$ cat src/rtl/rx_packet_fsm_if.sv
// Byte-level receive bus between the USB deserialiser (master) and the packet decoder (slave).
interface rx_packet_fsm_if #(
  parameter int MAX_DATA_BYTES = 64
);
  localparam int CW = $clog2(MAX_DATA_BYTES + 1);

  logic          sync_detected;
  logic          byte_valid;
  logic [7:0]    rx_byte;
  logic          eop;
  logic          bit_error;
  logic          crc5_ok;
  logic          crc16_ok;
  logic [6:0]    dev_addr;

  logic          crc_clear;
  logic [2:0]    rx_packet;
  logic [3:0]    rx_pid;
  logic [6:0]    token_addr;
  logic [3:0]    token_endp;
  logic [7:0]    rx_data;
  logic          store_rx_data;
  logic [CW-1:0] data_count;
  logic          packet_done;
  logic          packet_error;

  modport master (
    output sync_detected, byte_valid, rx_byte, eop, bit_error, crc5_ok, crc16_ok, dev_addr,
    input  crc_clear, rx_packet, rx_pid, token_addr, token_endp, rx_data, store_rx_data,
           data_count, packet_done, packet_error
  );

  modport slave (
    input  sync_detected, byte_valid, rx_byte, eop, bit_error, crc5_ok, crc16_ok, dev_addr,
    output crc_clear, rx_packet, rx_pid, token_addr, token_endp, rx_data, store_rx_data,
           data_count, packet_done, packet_error
  );
endinterface

$ cat src/rtl/rx_packet_fsm.sv
// USB receive packet decoder: classifies PIDs, captures token fields and streams DATA
// payload while withholding the trailing CRC16 bytes.
module rx_packet_fsm #(
  parameter int MAX_DATA_BYTES = 64,
  parameter bit ADDR_CHECK_EN  = 1'b1
) (
  input  logic           clk,
  input  logic           n_rst,
  rx_packet_fsm_if.slave bus
);
  localparam int CW = $clog2(MAX_DATA_BYTES + 1);

  localparam logic [2:0] PKT_NONE  = 3'b000;
  localparam logic [2:0] PKT_OUT   = 3'b001;
  localparam logic [2:0] PKT_IN    = 3'b010;
  localparam logic [2:0] PKT_SETUP = 3'b011;
  localparam logic [2:0] PKT_DATA0 = 3'b100;
  localparam logic [2:0] PKT_DATA1 = 3'b101;
  localparam logic [2:0] PKT_HS    = 3'b110;
  localparam logic [2:0] PKT_ERR   = 3'b111;

  typedef enum logic [2:0] {IDLE, PID, TOK1, TOK2, TOK_EOP, HS_EOP, DATA, ERR} state_t;

  state_t        state_q, state_d;
  logic [2:0]    kind_q, kind_d;
  logic [6:0]    addr_tmp_q, addr_tmp_d;
  logic [3:0]    endp_tmp_q, endp_tmp_d;
  logic [7:0]    hold0_q, hold0_d, hold1_q, hold1_d;
  logic [1:0]    pipe_cnt_q, pipe_cnt_d;
  logic          crc_clear_q, crc_clear_d;
  logic [2:0]    rx_packet_q, rx_packet_d;
  logic [3:0]    rx_pid_q, rx_pid_d;
  logic [6:0]    token_addr_q, token_addr_d;
  logic [3:0]    token_endp_q, token_endp_d;
  logic [7:0]    rx_data_q, rx_data_d;
  logic          store_q, store_d;
  logic [CW-1:0] data_count_q, data_count_d;
  logic          done_q, done_d, perr_q, perr_d;
  logic          eop_fail;

  always_ff @(posedge clk or negedge n_rst) begin
    if (!n_rst) begin
      state_q      <= IDLE;
      kind_q       <= '0;
      addr_tmp_q   <= '0;
      endp_tmp_q   <= '0;
      hold0_q      <= '0;
      hold1_q      <= '0;
      pipe_cnt_q   <= '0;
      crc_clear_q  <= 1'b0;
      rx_packet_q  <= PKT_NONE;
      rx_pid_q     <= '0;
      token_addr_q <= '0;
      token_endp_q <= '0;
      rx_data_q    <= '0;
      store_q      <= 1'b0;
      data_count_q <= '0;
      done_q       <= 1'b0;
      perr_q       <= 1'b0;
    end else begin
      state_q      <= state_d;
      kind_q       <= kind_d;
      addr_tmp_q   <= addr_tmp_d;
      endp_tmp_q   <= endp_tmp_d;
      hold0_q      <= hold0_d;
      hold1_q      <= hold1_d;
      pipe_cnt_q   <= pipe_cnt_d;
      crc_clear_q  <= crc_clear_d;
      rx_packet_q  <= rx_packet_d;
      rx_pid_q     <= rx_pid_d;
      token_addr_q <= token_addr_d;
      token_endp_q <= token_endp_d;
      rx_data_q    <= rx_data_d;
      store_q      <= store_d;
      data_count_q <= data_count_d;
      done_q       <= done_d;
      perr_q       <= perr_d;
    end
  end

  always_comb begin
    state_d      = state_q;
    kind_d       = kind_q;
    addr_tmp_d   = addr_tmp_q;
    endp_tmp_d   = endp_tmp_q;
    hold0_d      = hold0_q;
    hold1_d      = hold1_q;
    pipe_cnt_d   = pipe_cnt_q;
    crc_clear_d  = 1'b0;
    rx_packet_d  = rx_packet_q;
    rx_pid_d     = rx_pid_q;
    token_addr_d = token_addr_q;
    token_endp_d = token_endp_q;
    rx_data_d    = rx_data_q;
    store_d      = 1'b0;
    data_count_d = data_count_q;
    done_d       = 1'b0;
    perr_d       = 1'b0;
    eop_fail     = 1'b0;

    if (bus.sync_detected) begin
      crc_clear_d  = 1'b1;
      data_count_d = '0;
      rx_packet_d  = PKT_NONE;
      pipe_cnt_d   = '0;
      state_d      = PID;
    end else if (state_q == IDLE) begin
      state_d = IDLE;
    end else if (bus.bit_error && state_q != ERR) begin
      state_d = ERR;
    end else begin
      case (state_q)
        PID: begin
          if (bus.eop) begin
            eop_fail = 1'b1;
          end else if (bus.byte_valid) begin
            if (bus.rx_byte[7:4] != ~bus.rx_byte[3:0]) begin
              state_d = ERR;
            end else begin
              rx_pid_d = bus.rx_byte[3:0];
              case (bus.rx_byte)
                8'hE1:   begin kind_d = PKT_OUT;   state_d = TOK1; end
                8'h69:   begin kind_d = PKT_IN;    state_d = TOK1; end
                8'h2D:   begin kind_d = PKT_SETUP; state_d = TOK1; end
                8'hC3:   begin kind_d = PKT_DATA0; state_d = DATA; end
                8'h4B:   begin kind_d = PKT_DATA1; state_d = DATA; end
                8'hD2, 8'h5A, 8'h1E: state_d = HS_EOP;
                default: state_d = ERR;
              endcase
            end
          end
        end
        TOK1: begin
          if (bus.eop) begin
            eop_fail = 1'b1;
          end else if (bus.byte_valid) begin
            addr_tmp_d    = bus.rx_byte[6:0];
            endp_tmp_d[0] = bus.rx_byte[7];
            state_d       = TOK2;
          end
        end
        TOK2: begin
          if (bus.eop) begin
            eop_fail = 1'b1;
          end else if (bus.byte_valid) begin
            endp_tmp_d[3:1] = bus.rx_byte[2:0];
            state_d         = TOK_EOP;
          end
        end
        TOK_EOP: begin
          if (bus.eop) begin
            state_d = IDLE;
            if (!bus.crc5_ok) begin
              eop_fail = 1'b1;
            end else if (!ADDR_CHECK_EN || addr_tmp_q == bus.dev_addr) begin
              token_addr_d = addr_tmp_q;
              token_endp_d = endp_tmp_q;
              rx_packet_d  = kind_q;
              done_d       = 1'b1;
            end
          end else if (bus.byte_valid) begin
            state_d = ERR;
          end
        end
        HS_EOP: begin
          if (bus.eop) begin
            rx_packet_d = PKT_HS;
            done_d      = 1'b1;
            state_d     = IDLE;
          end else if (bus.byte_valid) begin
            state_d = ERR;
          end
        end
        DATA: begin
          if (bus.eop) begin
            state_d = IDLE;
            if (pipe_cnt_q == 2'd2 && bus.crc16_ok) begin
              rx_packet_d = kind_q;
              done_d      = 1'b1;
            end else begin
              eop_fail = 1'b1;
            end
          end else if (bus.byte_valid) begin
            // The last two bytes seen are always held back: they may be the CRC16.
            if (pipe_cnt_q != 2'd2) begin
              if (pipe_cnt_q == 2'd0) hold0_d = bus.rx_byte;
              else                    hold1_d = bus.rx_byte;
              pipe_cnt_d = pipe_cnt_q + 2'd1;
            end else if (data_count_q == CW'(MAX_DATA_BYTES)) begin
              state_d = ERR;
            end else begin
              rx_data_d    = hold0_q;
              store_d      = 1'b1;
              data_count_d = data_count_q + CW'(1);
              hold0_d      = hold1_q;
              hold1_d      = bus.rx_byte;
            end
          end
        end
        ERR: begin
          if (bus.eop) eop_fail = 1'b1;
        end
        default: state_d = IDLE;
      endcase

      if (eop_fail) begin
        rx_packet_d = PKT_ERR;
        perr_d      = 1'b1;
        state_d     = IDLE;
      end
    end
  end

  assign bus.crc_clear     = crc_clear_q;
  assign bus.rx_packet     = rx_packet_q;
  assign bus.rx_pid        = rx_pid_q;
  assign bus.token_addr    = token_addr_q;
  assign bus.token_endp    = token_endp_q;
  assign bus.rx_data       = rx_data_q;
  assign bus.store_rx_data = store_q;
  assign bus.data_count    = data_count_q;
  assign bus.packet_done   = done_q;
  assign bus.packet_error  = perr_q;
endmodule

$ cat src/flat_wrapper.sv
// flat-port wrapper written by rule: the top's interface ports become plain ports
module rx_packet_fsm_flat 
#(
  parameter int MAX_DATA_BYTES = 64,
  parameter bit ADDR_CHECK_EN  = 1'b1
)
  (clk, n_rst, bus_sync_detected, bus_byte_valid, bus_rx_byte, bus_eop, bus_bit_error, bus_crc5_ok, bus_crc16_ok, bus_dev_addr, bus_crc_clear, bus_rx_packet, bus_rx_pid, bus_token_addr, bus_token_endp, bus_rx_data, bus_store_rx_data, bus_data_count, bus_packet_done, bus_packet_error);
  rx_packet_fsm_if #(.MAX_DATA_BYTES(MAX_DATA_BYTES)) bus_i ();
  input  logic clk;
  input  logic n_rst;
  input wire logic [$bits(bus_i.sync_detected)-1:0] bus_sync_detected;
  input wire logic [$bits(bus_i.byte_valid)-1:0] bus_byte_valid;
  input wire logic [$bits(bus_i.rx_byte)-1:0] bus_rx_byte;
  input wire logic [$bits(bus_i.eop)-1:0] bus_eop;
  input wire logic [$bits(bus_i.bit_error)-1:0] bus_bit_error;
  input wire logic [$bits(bus_i.crc5_ok)-1:0] bus_crc5_ok;
  input wire logic [$bits(bus_i.crc16_ok)-1:0] bus_crc16_ok;
  input wire logic [$bits(bus_i.dev_addr)-1:0] bus_dev_addr;
  output wire logic [$bits(bus_i.crc_clear)-1:0] bus_crc_clear;
  output wire logic [$bits(bus_i.rx_packet)-1:0] bus_rx_packet;
  output wire logic [$bits(bus_i.rx_pid)-1:0] bus_rx_pid;
  output wire logic [$bits(bus_i.token_addr)-1:0] bus_token_addr;
  output wire logic [$bits(bus_i.token_endp)-1:0] bus_token_endp;
  output wire logic [$bits(bus_i.rx_data)-1:0] bus_rx_data;
  output wire logic [$bits(bus_i.store_rx_data)-1:0] bus_store_rx_data;
  output wire logic [$bits(bus_i.data_count)-1:0] bus_data_count;
  output wire logic [$bits(bus_i.packet_done)-1:0] bus_packet_done;
  output wire logic [$bits(bus_i.packet_error)-1:0] bus_packet_error;
  assign bus_i.sync_detected = bus_sync_detected;
  assign bus_i.byte_valid = bus_byte_valid;
  assign bus_i.rx_byte = bus_rx_byte;
  assign bus_i.eop = bus_eop;
  assign bus_i.bit_error = bus_bit_error;
  assign bus_i.crc5_ok = bus_crc5_ok;
  assign bus_i.crc16_ok = bus_crc16_ok;
  assign bus_i.dev_addr = bus_dev_addr;
  assign bus_crc_clear = bus_i.crc_clear;
  assign bus_rx_packet = bus_i.rx_packet;
  assign bus_rx_pid = bus_i.rx_pid;
  assign bus_token_addr = bus_i.token_addr;
  assign bus_token_endp = bus_i.token_endp;
  assign bus_rx_data = bus_i.rx_data;
  assign bus_store_rx_data = bus_i.store_rx_data;
  assign bus_data_count = bus_i.data_count;
  assign bus_packet_done = bus_i.packet_done;
  assign bus_packet_error = bus_i.packet_error;
  rx_packet_fsm #(.MAX_DATA_BYTES(MAX_DATA_BYTES), .ADDR_CHECK_EN(ADDR_CHECK_EN)) u_core (.clk(clk), .n_rst(n_rst), .bus(bus_i));
endmodule
$ cat config.mk
export PLATFORM = sky130hd
export DESIGN_NAME = rx_packet_fsm_flat
export DESIGN_NICKNAME = d
export VERILOG_FILES = /design/src/rtl/rx_packet_fsm_if.sv /design/src/rtl/rx_packet_fsm.sv /design/src/flat_wrapper.sv
export SDC_FILE = /design/constraint.sdc
export NUM_CORES = 1
export LEC_CHECK = 0
export CORE_MARGIN = 5
export CORE_UTILIZATION = 30
export DETAILED_ROUTE_END_ITERATION = 16
export PLACE_DENSITY = 0.52
export SKIP_LAST_GASP = 1
export SYNTH_ARGS = -nofsm -noshare
export SYNTH_HDL_FRONTEND = slang
export SYNTH_SLANG_ARGS = --single-unit
$ cat constraint.sdc
create_clock -name clk -period 2.4 [get_ports clk]
set_input_delay 0.6 -clock clk [delete_from_list [all_inputs] [get_ports clk]]
set_output_delay 0.6 -clock clk [all_outputs]
set_load 0.01 [all_outputs]
Word-level counts from Yosys, hierarchy flattened
Cells that the tools add are included.

operators by class
  add/sub/neg operators = 2
  equality and inequality tests = 46
  mux-type cells = 83
  bitwise logic cells = 8
  reduce and logical (&&, ||, !) cells = 26

operator list
  kind                                                                   number
  3-bit two-way mux                                                      27
  7-bit two-way mux                                                      8
  8-bit two-way mux                                                      6
  6-bit by 3-bit != test with 1-bit output, second input constant        6
  8-bit AND reduction                                                    4
  1-bit two-way mux                                                      29
  8-bit by 7-bit equality test with 1-bit output, second input constant  3
  8-bit equality test, second input constant                             3
  7-bit AND reduction                                                    3
  3-bit case mux with 3 select lines                                     2
  3-bit case mux with 6 select lines                                     1
  6-bit AND reduction                                                    3
  2-bit != test, second input constant                                   8
  4-bit by 3-bit != test with 1-bit output, second input constant        4
  3-bit case mux with 5 select lines                                     1
  2-bit two-way mux                                                      7
  3-bit equality test, second input constant                             4
  11-bit AND reduction                                                   1
  5-bit nonzero test                                                     2
  9-bit AND reduction                                                    1
  8-bit by 5-bit equality test with 1-bit output, second input constant  1
  8-bit by 6-bit equality test with 1-bit output, second input constant  1
  4-bit by 2-bit != test with 1-bit output, second input constant        2
  7-bit by 1-bit adder with 7-bit output, second input constant          1
  other kinds (24)                                                       37

word-level totals
  register bits = 72
  input bits = 23
  output and inout bits = 37
  word-level logic and storage cells = 183

Longest topological paths before layout
Gate-level depths: netlist (run 1).

  word-level depth = 12
  mapped depth = 8
  mapped depth without buffers = 7

Worst setup path before layout (run 1)
OpenSTA, ideal clock, no wires.

  path type = input-to-reg
  start point = in bus_eop
  end point = reg u_core.kind_q[0]
  data arrival time = 2.068 ns
  path slack = 0.204 ns
  stages = 5
  buffers on the path = 0
  cell sequence = or4b_1 > a2111oi_4 > nand4_4 > nor2_4 > mux2_1

between the ends
  longest elaborated chain between the ends = 2

RTL lines
  element                               RTL line             source
  start: declaration                    flat_wrapper.sv:14   input wire logic [$bits(bus_i.eop)-1:0] bus_eop;
  1-bit inverter (no source line)       --
  8-bit AND reduction (no source line)  --
  end signal: assignment                rx_packet_fsm.sv:62  kind_q <= kind_d;
  end: declaration                      rx_packet_fsm.sv:25  logic [2:0] kind_q, kind_d;

Every way passes these cells.
A chain may end at the register's enable or synchronous reset.

Worst setup path in the final report (run 1)
  start point = in bus_byte_valid
  end point = reg u_core.rx_pid_q[1], in the netlist u_core.bus.rx_pid[1]

between the ends
  longest elaborated chain between the ends = 1

RTL lines
  element                               RTL line             source
  start: declaration                    flat_wrapper.sv:12   input wire logic [$bits(bus_i.byte_valid)-1:0] bus_byte_valid;
  7-bit AND reduction (no source line)  --
  end signal: assignment                rx_packet_fsm.sv:70  rx_pid_q <= rx_pid_d;
  end: declaration                      rx_packet_fsm.sv:32  logic [3:0] rx_pid_q, rx_pid_d;

Every way passes these cells.

==> results of run 1 <==
## layout make-up
cell class	instances	area, µm²	area share, %
inverter	12	45.0	0.885
tap	168	210	4.13
sequential	72	1800	35.4
clock buffer	12	246	4.84
clock inverter	4	53.8	1.06
multi-input combinational	214	1800	35.4
timing repair buffer	103	928	18.2
## metal layers
layer / global-route usage, % / share of wire (%) / vias to the layer above
met4: 3.36 / 0.58 / 0
met3: 2.98 / 3.7 / 4
li1: - / - / 1335
met5: 0 / 0 / -
met1: 17.4 / 49 / 1352
met2: 19.6 / 47 / 49
## synth_stat cells, types with 4 or more instances
cell      count
inv_1        12
mux2_2       49
o21ai_0      13
ha_1          5
nor2b_1       4
dfrtp_1      72
a211oi_1      4
buf_2         4
nand2_1       8
nand4_1       4
mux2_4       10
a21oi_1      12
nand2b_1     10
or3_1         5
clkbuf_1      4
nand3_1       4
nor2_1       16
or2_2         7
xnor2_1      10
nor3_1        5
## timing repair
item / CTS / global route
setup buffers: 0 / 0
setup endpoints to repair: 0 / 7
gates resized for setup: 0 / 1
## where the power goes
group          internal [W]  switching [W]
Sequential          0.00135       0.000118
Combinational      0.000446       0.000422
Clock              0.000835       0.000504
## kinds of logic (layout without fill, tap and decap cells)
group	Yosys count	in the layout	share of synthesized area, %
AOI/OAI and AO/OA	52	52	9.75
and+or+nand+nor	85	85	14.9
buffers and inverters	23	131	2.87
adders and majority gates	5	5	1.69
xor gates and xnor gates	10	10	2.36
DFF	72	72	48.6
muxes	62	62	19.8
## state kept, by name, indices dropped and copies added (netlist names), 4 cells and up
name,count
u_core.bus.data_count,7
u_core.hold0_q,8
u_core.endp_tmp_q,4
u_core.bus.rx_data,8
u_core.addr_tmp_q,7
u_core.bus.token_endp,4
u_core.bus.token_addr,7
u_core.hold1_q,8
u_core.bus.rx_pid,4
## final timing paths
path                            slack [ns]  depth (start not counted)                              endpoint                           from
worst max-delay path                  0.08                          6      u_core.bus.rx_pid[1]$_DFFE_PN0P_                 bus_byte_valid
worst min-delay path                  0.29                          2  u_core.bus.token_endp[2]$_DFFE_PN0P_                          n_rst
worst max register to register        0.25                          5  u_core.bus.token_endp[0]$_DFFE_PN0P_  u_core.state_q[0]$_DFFE_PN0P_
worst min register to register        0.50                          1     u_core.bus.rx_data[2]$_DFFE_PN0P_  u_core.hold0_q[2]$_DFFE_PN0P_
max in group asynchronous             1.79                          2  u_core.bus.data_count[2]$_DFFE_PN0P_                          n_rst
min in group clk                      0.50                          1     u_core.bus.rx_data[2]$_DFFE_PN0P_  u_core.hold0_q[2]$_DFFE_PN0P_
## metrics by stage
step | hold WS (ns) | instance area [µm²] | TNS (ns) | instances
after detailed placement | 0.489 | 4790 | -9.22 | 569
final | 0.286 | 5090 | 0 | 585
after CTS | 0.306 | 5090 | 0 | 585
after global placement | 0.484 | 4790 | -8.26 | 569
after global routing | 0.336 | 5090 | -0.00383 | 585
after floorplan | 0.304 | 3710 | 0 | 309
==> flow_metrics.tcl, run 1 <==
set metrics [dict create \
    run_status "completed" \
    slowest_stage "or4b_4" \
    wl_per_cell_um 15.0 \
    antenna_left 0 \
    pre_cts_slack_ns -0.286 \
    yosysWarnings 0 \
    synthTopCellsByArea "dfrtp_1 (49%), mux2_2 (15%), mux2_4 (4.0%)" \
    die_height_um 121 \
    hold_buffers 0 \
    grt-ovfl-total 0 \
    ys_ff_latch 72 \
    slew_violations 0 \
    path_clk_slew_ns 0.06 \
    final_cell_mix "dfrtp_1 (72), clkdlybuf4s50_1 (58), mux2_2 (49)" \
    io_pins 60 \
    core_area_um2 12100 \
    p_total_w 0.00367 \
    clock-sinks 72 \
    hpwlAfterDp_um 6560 \
    ir_drop_uv 351 \
    synth_edf_count 0 \
    wirelength_um 8770 \
    worst_slew_pin_slew_ns 0.482 \
    finalSetupViolCount 0 \
    final_layout_size_suffix_gt1_share_pct 33.1 \
    yosys.area.top_type "dfrtp_1" \
    crit_family "simple AND/OR/NAND/NOR gates" \
    synth-seq-area-share_pct 48.6 \
    port_buffers 59 \
    cp_data_required_time_ns 2.61 \
    vias_per_cell 4.68 \
    clockBufferDepth 2 \
    finalCoreUtilization_pct 42.2 \
    avgSynthCellArea_um2 12.0 \
    clock_latency_ns 0.33 \
    dieArea_um2 14700 \
    track_usage_pct 12.5 \
    cp_num_buf_inv 2 \
    cts_tree "yes" \
    endpoint_kind "register" \
    power_leakage_nw 2.21 \
    cp_slowest_stage_delay_ns 0.51 \
    start_kind "primary input" \
    yosysTopAreaCellShare_pct 48.6 \
    grt_max_degree 73 \
    maxCapViolations 0 \
    period_share_pct 96.8 \
    final_common_cell "dfrtp_1" \
    synth_flop_cell "dfrtp_1" \
    hold_path.class "in2async" \
    cp_data_arrival_time_ns 2.54 \
    fin_nets 440 \
    period_minus_slack_ns 2.32 \
    worst_slack_ns 0.0772 \
    row_count 40 \
    grt_pass1_wl_um 14700 \
    numCtsBuffers 9 \
    powerDensity_nw_per_um2 722 \
    drc 0 \
    drtIter0Drc 131 \
    die_w_um 121 \
    critPathMaxFanout 6 \
    start_util_pct 30.7 \
    vias 2740 \
    htree_levels 3 \
    rsz0062_at_grt "yes" \
    fill_cells 1155 \
    syn2layout_area_growth_pct 37.2 \
    netlist_instances 309 \
    first_pass_iters 4 \
    grt_antenna_before_repair 0 \
    final.setup_skew_ns 0.00715 \
    relSlewSlack_pct 67.7 \
    finalHoldViolations 0 \
    clockRootBuffer "clkbuf_16" \
    grt_pass1_vias 2930 \
    synthArstFlopShare_pct 100 \
    syn-num-nets 337 \
    num_antenna_cells 0 \
    gp_congestion 0.861 \
    ys_types 60 \
    cp_cell_sequence "clkdlybuf4s50_1, or4b_4, a2111oi_4, nand4_4, buf_4, mux2_2" \
    path_class "in2reg" \
    fmax_mhz 431 \
    netlist_area_um2 3710 \
]
Note: power is estimated with default switching activity, not from simulation.
==> run 2: changes to the inputs <==
PLACE_DENSITY = unset   (was 0.52)
PLACE_DENSITY_LB_ADDON = 0.25   (was unset)
==> run 2 against run 1 <==
  * Sequential share of layout area up 0.087 points
  * Clock skew about the same
  * Via count up 0.29%
  * Core utilization down 0.10 points
  * Cell area down 0.25%
  * Count of clock-buffer cells in the layout down 3
  * Sequential power about the same
  * Wire length up 2.9%
  * Total power up 0.27%
  * Critical path depth up 1
  * Combinational power up 1%
  * Critical path type unchanged
  * Highest routed layer unchanged
==> flow_metrics.tcl, run 2 (synthesis results as in run 1) <==
set metrics [dict create \
    run_status "completed" \
    fill_cells 1155 \
    fin_nets 439 \
    clockRootBuffer "clkbuf_16" \
    fmax_mhz 422 \
    worst_slew_pin_slew_ns 0.493 \
    final.setup_skew_ns 0.00668 \
    whs_ns 0.272 \
    syn2layout_area_growth_pct 36.9 \
    grt_pass1_wl_um 15000 \
    clock-sinks 72 \
    hpwlAfterDp_um 6660 \
    start_util_pct 30.7 \
    antenna_left 0 \
    hold_buffers 0 \
    num_antenna_cells 0 \
    rr_endpoint "u_core.bus.rx_packet[0]$_DFFE_PN0P_" \
    track_usage_pct 12.8 \
    final_common_cell "dfrtp_1" \
    finalSetupViolCount 0 \
    row_count 40 \
    htree_levels 3 \
    grt_pass1_vias 2926 \
    hold_path.class "in2async" \
    grt_antenna_before_repair 0 \
    tns_ns 0 \
    crit_start "bus_crc5_ok" \
    ff2ff_path_depth 7 \
    die_w_um 121 \
    first_pass_iters 4 \
    clockBufferDepth 2 \
    ir_drop_uv 300 \
    wl_per_cell_um 15.5 \
    power_leakage_nw 2.21 \
    final_layout_size_suffix_gt1_share_pct 33.3 \
    powerDensity_nw_per_um2 726 \
    core_area_um2 12100 \
    period_share_pct 98.7 \
    final_cell_mix "dfrtp_1 (72), clkdlybuf4s50_1 (58), mux2_2 (49)" \
    period_minus_slack_ns 2.37 \
    path_class "in2reg" \
    start_kind "primary input" \
    maxCapViolations 0 \
    io_pins 60 \
    fin_area_um2 5080 \
    finalCoreUtilization_pct 42.1 \
    vias_per_cell 4.71 \
    wirelength_um 9030 \
    port_buffers 59 \
    grt-ovfl-total 0 \
    critPathMaxFanout 5 \
    place_area_um2 4780 \
    slew_violations 0 \
    relSlewSlack_pct 66.3 \
    rsz0062_at_grt "yes" \
    numCtsBuffers 9 \
    cp_data_arrival_time_ns 2.56 \
    dieArea_um2 14700 \
    cts_tree "yes" \
    cp_data_required_time_ns 2.59 \
    seqCellArea_um2 1800 \
    vias 2748 \
    finalHoldViolations 0 \
    drtIter0Drc 96 \
    multi_input_area_um2 1810 \
    path_clk_slew_ns 0.06 \
    grt_max_degree 73 \
    endpoint_kind "register" \
    gp_congestion 0.845 \
    die_height_um 121 \
    reg2reg_from "u_core.state_q[1]$_DFFE_PN0P_" \
    regToRegSetupSlack_ns 0.18 \
    clock_latency_ns 0.33 \
    drc 0 \
]
[run 2: cell count changes in the layout (fill, tap and decap cells not counted), sizes merged]
cell and delta:
buf -1, clkbuf -3, clkinv +1, clkinvlp -1, inv +2
[run 2: routing by layer]
metal	vias to the layer above	GRT usage (%)	routed length [µm]
met5	-	0	0
met1	1354	17.1	4260
met4	0	4.41	143
li1	1324	-	-
met2	55	20.8	4310
met3	15	2.38	315
[run 2: where the power goes]
group	switching [W]	internal [W]	leakage (nW)
logic	0.000435	0.000443	1.08
registers	0.000114	0.00135	0.989
clock network	0.000537	0.000806	0.142
total	0.00109	0.00260	2.21
[run 2: what timing repair did]
item,4_1_cts,5_1_grt
setup buffers,0,0
gates resized for setup,0,2
endpoints found under the setup margin,0,9
[run 2: worst max path at each step]
stage | endpoint | cells past startpoint
after floorplan | u_core.kind_q[0]$_DFFE_PN0P_ | 5
after global placement | u_core.bus.rx_pid[2]$_DFFE_PN0P_ | 6
after detailed placement | u_core.bus.rx_pid[2]$_DFFE_PN0P_ | 6
after CTS | u_core.bus.rx_pid[2]$_DFFE_PN0P_ | 6
after global routing | u_core.bus.rx_packet[2]$_DFFE_PN0P_ | 7
final | u_core.bus.rx_packet[0]$_DFFE_PN0P_ | 7
[run 2: final cells by class]
class,instances,share of cell area [%]
repair buffers,102,18.1
multi-input cells,214,35.6
well taps,168,4.14
clock inverters,6,1.36
flip-flops and latches,72,35.5
clock buffers,9,4.44
inverters,12,0.887
[run 2: critical path, cell delays in order]
cell and delay (ns):
clkdlybuf4s50_1 0.49, nor4bb_1 0.35, nand4_1 0.17, buf_4 0.16, a2bb2oi_1 0.17, a2111oi_0 0.52
a211oi_1 0.10
[run 2: through the flow]
step | setup WS, ns | std cells | power [W]
floorplan | 0.204 | 309 | 0.00199
global placement | -0.289 | 568 | 0.00235
detailed placement | -0.308 | 568 | 0.00236
CTS | 0.0219 | 583 | 0.00372
global route | -0.0198 | 583 | 0.00387
finish | 0.0315 | 583 | 0.00368
